===== src/rtl/evr_evg_pkg.sv =====
// Event codes and receive-slot classification shared by the event receiver and transmitter.
package evr_evg_pkg;

  // Event codes with special meaning on the event slot.
  localparam logic [7:0] EvCodeIdle          = 8'h00;
  localparam logic [7:0] EvCodeSecondsZero   = 8'h70;
  localparam logic [7:0] EvCodeSecondsOne    = 8'h71;
  localparam logic [7:0] EvCodeHeartbeat     = 8'h7A;
  localparam logic [7:0] EvCodeSecondsMarker = 8'h7D;

  // K28.5 comma, the only K character legal on the link.
  localparam logic [7:0] KCodeComma = 8'hBC;

  typedef enum logic [1:0] {
    SlotIdle,
    SlotComma,
    SlotEvent,
    SlotSymbolError
  } slot_kind_e;

  // Classify the low (event/comma) byte of a received word.
  function automatic slot_kind_e classify_slot(input logic is_k, input logic [7:0] code);
    slot_kind_e kind;
    if (is_k) begin
      kind = (code == KCodeComma) ? SlotComma : SlotSymbolError;
    end else begin
      kind = (code == EvCodeIdle) ? SlotIdle : SlotEvent;
    end
    return kind;
  endfunction

endpackage


===== src/rtl/evr_rx_core_if.sv =====
// Received event stream (AXI-Stream style, no back-pressure).
interface evr_rx_core_if;
  import evr_evg_pkg::*;

  logic [7:0] evrEventTDATA;
  logic       evrEventTVALID;

  // Producer side: the receive core.
  modport master (
    output evrEventTDATA,
    output evrEventTVALID
  );

  // Consumer side: whatever acts on received events.
  modport slave (
    input evrEventTDATA,
    input evrEventTVALID
  );

endinterface


===== src/rtl/evr_tod_deserializer.sv =====
// Time-of-day deserializer: collects seconds bits from 0x70/0x71 events (MSB first) and
// latches them on the 0x7D marker when exactly the full word was received.
module evr_tod_deserializer
  import evr_evg_pkg::*;
#(
  parameter int unsigned TOD_SECONDS_WIDTH = 32
) (
  input  logic                         clk_i,
  input  logic                         rst_i,
  input  logic                         link_up_i,
  // Event accepted this cycle (pre-register), so marker updates line up with TVALID.
  input  logic                         ev_valid_i,
  input  logic [7:0]                   ev_code_i,
  output logic [TOD_SECONDS_WIDTH-1:0] seconds_o,
  output logic                         seconds_valid_o,
  output logic                         pps_toggle_o
);

  // Counter must reach Width+1 so over-long sequences stay distinguishable from exact ones.
  localparam int unsigned CntW = $clog2(TOD_SECONDS_WIDTH + 2);
  localparam logic [CntW-1:0] CntFull = CntW'(TOD_SECONDS_WIDTH);
  localparam logic [CntW-1:0] CntMax  = CntW'(TOD_SECONDS_WIDTH + 1);

  logic [TOD_SECONDS_WIDTH-1:0] shift_q, shift_d;
  logic [CntW-1:0]              cnt_q, cnt_d;
  logic [TOD_SECONDS_WIDTH-1:0] seconds_q, seconds_d;
  logic                         seconds_valid_q, seconds_valid_d;
  logic                         pps_toggle_q, pps_toggle_d;

  // Next-state: shift bits in, latch or reject on marker, flush while the link is down.
  always_comb begin
    shift_d         = shift_q;
    cnt_d           = cnt_q;
    seconds_d       = seconds_q;
    seconds_valid_d = seconds_valid_q;
    pps_toggle_d    = pps_toggle_q;

    if (ev_valid_i) begin
      case (ev_code_i)
        EvCodeSecondsZero, EvCodeSecondsOne: begin
          shift_d = {shift_q[TOD_SECONDS_WIDTH-2:0], ev_code_i == EvCodeSecondsOne};
          if (cnt_q != CntMax) begin
            cnt_d = cnt_q + CntW'(1);
          end
        end
        EvCodeSecondsMarker: begin
          if (cnt_q == CntFull) begin
            seconds_d       = shift_q;
            seconds_valid_d = 1'b1;
          end else begin
            seconds_valid_d = 1'b0;
          end
          cnt_d        = '0;
          pps_toggle_d = ~pps_toggle_q;
        end
        default: ;
      endcase
    end

    // Bits gathered across a link outage cannot be trusted.
    if (!link_up_i) begin
      cnt_d           = '0;
      seconds_valid_d = 1'b0;
    end
  end

  // State registers with synchronous reset.
  always_ff @(posedge clk_i) begin
    if (rst_i) begin
      shift_q         <= '0;
      cnt_q           <= '0;
      seconds_q       <= '0;
      seconds_valid_q <= 1'b0;
      pps_toggle_q    <= 1'b0;
    end else begin
      shift_q         <= shift_d;
      cnt_q           <= cnt_d;
      seconds_q       <= seconds_d;
      seconds_valid_q <= seconds_valid_d;
      pps_toggle_q    <= pps_toggle_d;
    end
  end

  assign seconds_o       = seconds_q;
  assign seconds_valid_o = seconds_valid_q;
  assign pps_toggle_o    = pps_toggle_q;

endmodule


===== src/rtl/evr_rx_core.sv =====
// Event receiver core: decodes the event slot, registers the distributed bus, counts
// illegal K characters, runs the heartbeat watchdog and hosts the TOD deserializer.
module evr_rx_core
  import evr_evg_pkg::*;
#(
  parameter int unsigned TOD_SECONDS_WIDTH        = 32,
  parameter int unsigned HEARTBEAT_TIMEOUT_CYCLES = 250000000
) (
  input  logic                         evrRxClk,
  input  logic                         evrRxReset,
  input  logic                         evrRxLinkUp,
  input  logic [15:0]                  evrRxData,
  input  logic [1:0]                   evrRxCharIsK,
  evr_rx_core_if.master                evrEvent,
  output logic [7:0]                   evrDistributedBus,
  output logic [TOD_SECONDS_WIDTH-1:0] evrSeconds,
  output logic                         evrSecondsValid,
  output logic                         evrPPStoggle,
  output logic                         evrHeartbeatMissing,
  output logic [15:0]                  evrSymbolErrors
);

  localparam int unsigned WdW =
      (HEARTBEAT_TIMEOUT_CYCLES > 1) ? $clog2(HEARTBEAT_TIMEOUT_CYCLES) : 1;
  localparam logic [WdW-1:0] WdReload = WdW'(HEARTBEAT_TIMEOUT_CYCLES - 1);

  logic [7:0]  ev_code;
  slot_kind_e  slot_kind;
  logic        ev_valid;
  logic        sym_err;

  logic [7:0]     tdata_q, tdata_d;
  logic           tvalid_q, tvalid_d;
  logic [7:0]     dbus_q, dbus_d;
  logic [15:0]    sym_cnt_q, sym_cnt_d;
  logic [WdW-1:0] wd_q, wd_d;
  logic           hb_missing_q, hb_missing_d;

  assign ev_code   = evrRxData[7:0];
  assign slot_kind = classify_slot(evrRxCharIsK[0], ev_code);

  // Slot decode; nothing is accepted or counted while the transceiver is not aligned.
  always_comb begin
    ev_valid = evrRxLinkUp && (slot_kind == SlotEvent);
    // A bad K in both bytes of the same word is one error, hence the OR.
    sym_err  = evrRxLinkUp && ((slot_kind == SlotSymbolError) || evrRxCharIsK[1]);
  end

  // Next-state for event stream, distributed bus, error counter and watchdog.
  always_comb begin
    tdata_d      = tdata_q;
    tvalid_d     = ev_valid;
    dbus_d       = dbus_q;
    sym_cnt_d    = sym_cnt_q;
    wd_d         = wd_q;
    hb_missing_d = hb_missing_q;

    if (ev_valid) begin
      tdata_d = ev_code;
    end

    if (evrRxLinkUp && !evrRxCharIsK[1]) begin
      dbus_d = evrRxData[15:8];
    end

    if (sym_err && (sym_cnt_q != 16'hFFFF)) begin
      sym_cnt_d = sym_cnt_q + 16'd1;
    end

    // Watchdog keeps running through link outages; parks at zero once expired.
    if (ev_valid && (ev_code == EvCodeHeartbeat)) begin
      wd_d         = WdReload;
      hb_missing_d = 1'b0;
    end else if (wd_q == '0) begin
      hb_missing_d = 1'b1;
    end else begin
      wd_d = wd_q - WdW'(1);
    end
  end

  // State registers with synchronous reset; heartbeat is reported missing until seen.
  always_ff @(posedge evrRxClk) begin
    if (evrRxReset) begin
      tdata_q      <= '0;
      tvalid_q     <= 1'b0;
      dbus_q       <= '0;
      sym_cnt_q    <= '0;
      wd_q         <= WdReload;
      hb_missing_q <= 1'b1;
    end else begin
      tdata_q      <= tdata_d;
      tvalid_q     <= tvalid_d;
      dbus_q       <= dbus_d;
      sym_cnt_q    <= sym_cnt_d;
      wd_q         <= wd_d;
      hb_missing_q <= hb_missing_d;
    end
  end

  evr_tod_deserializer #(
    .TOD_SECONDS_WIDTH(TOD_SECONDS_WIDTH)
  ) u_tod (
    .clk_i          (evrRxClk),
    .rst_i          (evrRxReset),
    .link_up_i      (evrRxLinkUp),
    .ev_valid_i     (ev_valid),
    .ev_code_i      (ev_code),
    .seconds_o      (evrSeconds),
    .seconds_valid_o(evrSecondsValid),
    .pps_toggle_o   (evrPPStoggle)
  );

  assign evrEvent.evrEventTDATA  = tdata_q;
  assign evrEvent.evrEventTVALID = tvalid_q;
  assign evrDistributedBus       = dbus_q;
  assign evrHeartbeatMissing     = hb_missing_q;
  assign evrSymbolErrors         = sym_cnt_q;

endmodule


===== src/flat_wrapper.sv =====
// flat-port wrapper written by rule: the top's interface ports become plain ports
module evr_rx_core_flat import evr_evg_pkg::*;
#(
  parameter int unsigned TOD_SECONDS_WIDTH        = 32,
  parameter int unsigned HEARTBEAT_TIMEOUT_CYCLES = 250000000
)
  (evrRxClk, evrRxReset, evrRxLinkUp, evrRxData, evrRxCharIsK, evrDistributedBus, evrSeconds, evrSecondsValid, evrPPStoggle, evrHeartbeatMissing, evrSymbolErrors, evrEvent_evrEventTDATA, evrEvent_evrEventTVALID);
  evr_rx_core_if evrEvent_i ();
  input  logic evrRxClk;
  input  logic evrRxReset;
  input  logic evrRxLinkUp;
  input  logic [15:0] evrRxData;
  input  logic [1:0] evrRxCharIsK;
  output logic [7:0] evrDistributedBus;
  output logic [TOD_SECONDS_WIDTH-1:0] evrSeconds;
  output logic evrSecondsValid;
  output logic evrPPStoggle;
  output logic evrHeartbeatMissing;
  output logic [15:0] evrSymbolErrors;
  output wire logic [$bits(evrEvent_i.evrEventTDATA)-1:0] evrEvent_evrEventTDATA;
  output wire logic [$bits(evrEvent_i.evrEventTVALID)-1:0] evrEvent_evrEventTVALID;
  assign evrEvent_evrEventTDATA = evrEvent_i.evrEventTDATA;
  assign evrEvent_evrEventTVALID = evrEvent_i.evrEventTVALID;
  evr_rx_core #(.TOD_SECONDS_WIDTH(TOD_SECONDS_WIDTH), .HEARTBEAT_TIMEOUT_CYCLES(HEARTBEAT_TIMEOUT_CYCLES)) u_core (.evrRxClk(evrRxClk), .evrRxReset(evrRxReset), .evrRxLinkUp(evrRxLinkUp), .evrRxData(evrRxData), .evrRxCharIsK(evrRxCharIsK), .evrEvent(evrEvent_i), .evrDistributedBus(evrDistributedBus), .evrSeconds(evrSeconds), .evrSecondsValid(evrSecondsValid), .evrPPStoggle(evrPPStoggle), .evrHeartbeatMissing(evrHeartbeatMissing), .evrSymbolErrors(evrSymbolErrors));
endmodule

===== config.mk =====
export PLATFORM = sky130hd
export DESIGN_NAME = evr_rx_core_flat
export DESIGN_NICKNAME = d
export VERILOG_FILES = /design/src/rtl/evr_evg_pkg.sv /design/src/rtl/evr_rx_core_if.sv /design/src/rtl/evr_tod_deserializer.sv /design/src/rtl/evr_rx_core.sv /design/src/flat_wrapper.sv
export SDC_FILE = /design/constraint.sdc
export NUM_CORES = 1
export LEC_CHECK = 0
export ABC_AREA = 1
export CELL_PAD_IN_SITES_DETAIL_PLACEMENT = 1
export CELL_PAD_IN_SITES_GLOBAL_PLACEMENT = 2
export CORE_MARGIN = 4
export CORE_UTILIZATION = 33
export CTS_BUF_LIST = sky130_fd_sc_hd__clkbuf_8
export DETAILED_ROUTE_END_ITERATION = 7
export PLACE_DENSITY = 0.95
export SETUP_SLACK_MARGIN = 0.4
export SLEW_MARGIN = 40
export SYNTH_ARGS = -nofsm -noshare
export SYNTH_HDL_FRONTEND = slang
export SYNTH_SLANG_ARGS = --single-unit
export TNS_END_PERCENT = 1

===== constraint.sdc =====
create_clock -name evrRxClk -period 3.8 [get_ports evrRxClk]
set_input_delay 0.76 -clock evrRxClk [delete_from_list [all_inputs] [get_ports evrRxClk]]
set_output_delay 0.76 -clock evrRxClk [all_outputs]
set_load 0.02 [all_outputs]

-- Word-level counts from Yosys, hierarchy flattened
Index checks and enable logic that the tools add are counted.
- register bits after elaboration: 134
- word-level logic and storage cells: 53
- add/subtract/negate cells: 3
- eq/ne operators: 11
- mux-type cells: 8
- bitwise logic cells: 2
- reduce and logical (&&, ||, !) cells: 18
- operators with widths (kind ; count):
    == test 8 x 7 -> 1 bit (second input constant) ; 4
    logical NOT 28 bit ; 1
    subtractor 28 x 1 -> 28 bit (second input constant) ; 1
    adder 16 x 1 -> 16 bit (second input constant) ; 1
    inequality test 16 bit (second input constant) ; 1
    one-hot mux 6 bit (2 select lines) ; 1
    == test 8 bit (second input constant) ; 1
    logical NOT 8 bit ; 1
    adder 6 x 1 -> 6 bit (second input constant) ; 1
    == test 6 bit (second input constant) ; 1
    2-to-1 mux 2 bit ; 3
    2-to-1 mux 6 bit ; 1
    inequality test 6 bit (second input constant) ; 1
    AND reduction 3 bit ; 2
    OR reduction 2 bit ; 3
    logical AND 1 bit ; 5
    == test 2 bit (second input constant) ; 2
    AND reduction 2 bit ; 2
    nonzero test 2 bit ; 2
    2-to-1 mux 1 bit ; 3
    inequality test 2 bit (second input constant) ; 1
    NOT 1 bit ; 2
    logical NOT 1 bit ; 1
    logical OR 1 bit ; 1

-- Longest topological paths before layout
- depth after elaboration: 7
- mapped depth: 10
- gate-level depth less buffers: 10

-- Modules after synthesis
Synthesis repeated with hierarchy kept, for this count alone.
- cells, all modules: 874
- area, all modules: 6254.7 sq um
- by module, submodules not included (module ; instances ; cells each ; area each (sq um)):
    evr_rx_core ; 1 ; 492 ; 3298.2
    evr_tod_deserializer ; 1 ; 382 ; 2956.6

-- Worst setup path after synthesis
No wires, ideal clock.
- kind: input to register
- start: in evrRxData[1]
- end: reg u_core.wd_q[12]
- library setup time: 113 ps
- arrival time: 1894 ps
- slack: 1793 ps
- stages on the path: 10
- cell sequence: inv_1 -> nand3_1 -> nor2_1 -> nor2_8 -> nand2_1 -> nor2_2 -> nor2_2 -> buf_4 -> buf_4 -> nand2_1
- word-level cells in the longest chain between the ends: 7
- elaborated cells on any way between the ends: 10
- classes of those cells: eq/ne (3); mux (3); reduce/logical (4)
- RTL lines (what ; line ; source):
    start, declared ; flat_wrapper.sv:12 ; input logic [15:0] evrRxData;
    == test 8 bit or logical NOT 8 bit (tied branches) ; evr_evg_pkg.sv:25, evr_evg_pkg.sv:27 ;
    2-to-1 mux 2 bit (on tied branches) ; evr_evg_pkg.sv:25, evr_evg_pkg.sv:27 ;
    2-to-1 mux 2 bit ; evr_evg_pkg.sv:24 ; if (is_k) begin
    == test 2 bit ; evr_rx_core.sv:44 ; ev_valid = evrRxLinkUp && (slot_kind == SlotEvent);
    logical AND 1 bit ; evr_rx_core.sv:44 ;
    logical AND 1 bit (*) ; evr_rx_core.sv:71 ; if (ev_valid && (ev_code == EvCodeHeartbeat)) begin
    OR reduction 2 bit (no line) (*) ; n/a ;
    end signal, assigned ; evr_rx_core.sv:88 ; wd_q <= WdReload;
    end signal, assigned ; evr_rx_core.sv:95 ; wd_q <= wd_d;
    end, declared ; evr_rx_core.sv:36 ; logic [WdW-1:0] wd_q, wd_d;
Every way passes the cells marked *; elsewhere a longest branch is shown, timed or not.
A chain may end at the register's enable or synchronous reset.

-- Final worst setup path
- start: in evrRxLinkUp
- end: reg u_core.u_tod.seconds_q[2] (netlist: u_core.u_tod.seconds_o[2])
- word-level cells in the longest chain between the ends: 2
- RTL lines (what ; line ; source):
    start, declared ; flat_wrapper.sv:11 ; input logic evrRxLinkUp;
    logical AND 1 bit ; evr_rx_core.sv:44 ;
    AND reduction 3 bit (no line) ; n/a ;
    end signal, assigned ; evr_tod_deserializer.sv:78 ; seconds_q <= seconds_d;
    end, declared ; evr_tod_deserializer.sv:26 ; logic [TOD_SECONDS_WIDTH-1:0] seconds_q, seconds_d;
No other way between the ends.

==> impl_metrics.json <==
{
  "fp.dieArea_mm2": 0.0203,
  "synth-seq-area-share_pct": 44.9,
  "cp.required_ps": 4160,
  "rows": 48,
  "post-route-period-util_pct": 65.4,
  "firstDrtPassIters": 4,
  "final_util_pct": 42.4,
  "num_vias": 5707,
  "cellPowerDensity_mw_per_mm2": 373,
  "critPathSlowestCell": "clkdlybuf4s50_1",
  "wl_um": 17200,
  "yosys.cell_count.top_type": "nand2_1",
  "antenna_cells": 0,
  "antenna_left": 0,
  "setup_viol": 0,
  "yosysTopAreaCellShare_pct": 44.9,
  "cts_tree": "done",
  "netlist_instances": 859,
  "yosys.area.top_type": "dfxtp_1",
  "vias_per_cell": 4.84,
  "nets": 968,
  "overflow": 0,
  "io_pins": 89,
  "hold_class": "flop to flop",
  "start_util_pct": 34.1,
  "start_kind": "input pin",
  "skew_ps": 9.20,
  "cp-end-kind": "flop",
  "synth_warnings": 0,
  "die-width_um": 143,
  "path_clk_slew_ps": 80,
  "arrival_ps": 2840,
  "grt_pass1_vias": 5868,
  "final_layout_size_suffix_gt1_share_pct": 5.88,
  "io_buffers": 88,
  "r2r_cells": 8,
  "final_cells": 1178,
  "post_cts_buffers": 0,
  "slew-limit-headroom_pct": 52.8,
  "path_class": "input pin to flop",
  "dr.first_iter.drc_count": 304,
  "worst_pin_slew_ps": 703,
  "status": "complete, no violations",
  "critPathMaxFanout": 32,
  "synthDistinctLibCells": 27,
  "ctsResizeCount": 0,
  "power.total_uw": 2770,
  "ys_seq_elements": 134,
  "drc": 0,
  "grt_max_degree": 68,
  "clk_path_buf_depth": 2,
  "grt_usage_pct": 17.4,
  "final-hold-violation-count": 0,
  "holdWs_ps": 469,
  "avgSynthCellArea_um2": 6.96,
  "die_y_um": 143,
  "grt_pass1_wl_um": 28900,
  "synthesis.nets": 886,
  "cp_common_cell": "inv_2",
  "cap_violations": 0,
  "clock_latency_ps": 440,
  "coreArea_mm2": 0.0175,
  "antenna_found_initial": 0,
  "whs_path_depth": 2,
  "rsz0062_at_grt": "no",
  "wire_per_inst_um": 14.6,
  "synthFlopType": "dfxtp_1",
  "fin_tns_setup_ps": 0,
  "htreeDepth": 4,
  "ys_top_cells_by_area": "dfxtp_1 (45%), nand2_1 (17%), nor2_1 (7.9%)",
  "max_freq_mhz": 402,
  "cts.sinks": 134,
  "dp_cells": 1147,
  "area_growth_pct": 24.4,
  "cts_root_buf": "clkbuf_8",
  "dpl.hpwl_um": 12100,
  "hold_buffers": 0,
  "gp_congestion": 0.818,
  "synth_edf_count": 0,
  "yosys-top-cells-count": "nand2_1 (268), dfxtp_1 (134), nor2_1 (125), a21oi_1 (92), nand3_1 (69)",
  "crit_chain": "clkdlybuf4s50_1 -> inv_2 -> nor2_2 -> inv_2 -> nor2_8 -> nand3_2 -> inv_2 -> nand2_1 -> a21oi_1",
  "drv_slew": 0,
  "max_stage_delay_ps": 640,
  "synth_async_sr_flop_share_pct": 0,
  "cts_made_buffers": 17,
  "p_leak_uw": 0.00269,
  "worst_ir_drop_vdd_mv": 0.208,
  "netlist_area_mm2": 0.00597,
  "finalCriticalPeriod_ps": 2490
}
-- layout by cell type, fill, tap and decap left out, types with 6 or more instances in the layout --
cell type / netlist / final
nand2_1: 268 / 268
clkbuf_8: 0 / 17
nand4_1: 12 / 12
xor2_1: 13 / 13
ha_1: 6 / 6
clkdlybuf4s50_1: 0 / 87
nor2_1: 125 / 124
dfxtp_1: 134 / 134
nand3_1: 69 / 69
nor2_2: 5 / 6
inv_1: 43 / 44
xnor2_1: 18 / 18
o21ai_0: 22 / 22
buf_4: 2 / 9
a21oi_1: 92 / 92
-- through the flow --
stage / worst slack, ps / area (µm²)
after floorplan: 1790 / 5970
after CTS: 1330 / 7430
after detailed placement: 838 / 7040
after global placement: 936 / 7040
after global routing: 1060 / 7430
final: 1310 / 7430
-- layout make-up --
| cell class | count | area, µm² |
|---|---|---|
| repair buffers | 97 | 943 |
| inverters | 48 | 180 |
| multi-input cells | 643 | 2960 |
| clock inverters | 14 | 153 |
| clock buffers | 17 | 234 |
| fillers | 2224 | 10100 |
| flip-flops and latches | 134 | 2680 |
| well taps | 225 | 282 |
-- kinds of logic (layout without fill, tap and decap cells) --
kind of cell	Yosys count	in the layout	synth area share (%)
simple gates	490	490	33.8
flops	134	134	44.9
compound gates	116	116	9.80
buf+inv	82	176	5.65
xor+xnor	31	31	4.54
fa+ha+maj	6	6	1.26
-- where the power goes --
| part | internal [µW] | total (µW) | switching (µW) |
|---|---|---|---|
| Clock | 587 | 1190 | 599 |
| Sequential | 1420 | 1430 | 12.0 |
| Combinational | 60.0 | 156 | 95.8 |
| Total | 2070 | 2770 | 707 |
-- path summary, 6_finish.rpt --
| check | startpoint | end | slack [ps] |
|---|---|---|---|
| setup / recovery | evrRxLinkUp | u_core.u_tod.seconds_o[2] | 1310 |
| hold reg to reg | u_core.u_tod.seconds_o[20] | u_core.u_tod.seconds_o[20] | 470 |
| hold / removal | u_core.u_tod.seconds_o[20] | u_core.u_tod.seconds_o[20] | 470 |
| setup reg to reg | u_core.evrSymbolErrors[0] | u_core.evrSymbolErrors[4] | 1680 |
-- critical path, delay by kind of cell --
kind | cells | cell delay [ps]
buf+inv | 4 | 1260
compound gates | 1 | 160
simple gates | 4 | 650
-- routing by layer --
layer	part of all wire [%]	GRT usage [%]	wire length, µm
met5	0	0	0
met1	49	22.8	8460
met2	47	28.8	8100
met4	0.75	4.20	129
met3	3.1	4.33	533
-- state kept, by name (all words and copies together), names as in the netlist, 6 cells and up --
register,count
u_core.evrSymbolErrors,16
u_core.u_tod.cnt_q,6
u_core.u_tod.seconds_o,32
u_core.u_tod.shift_q,32
u_core.wd_q,28
u_core.evrDistributedBus,8
u_core.evrEvent.evrEventTDATA,8
(Power assumes the default switching activity.)
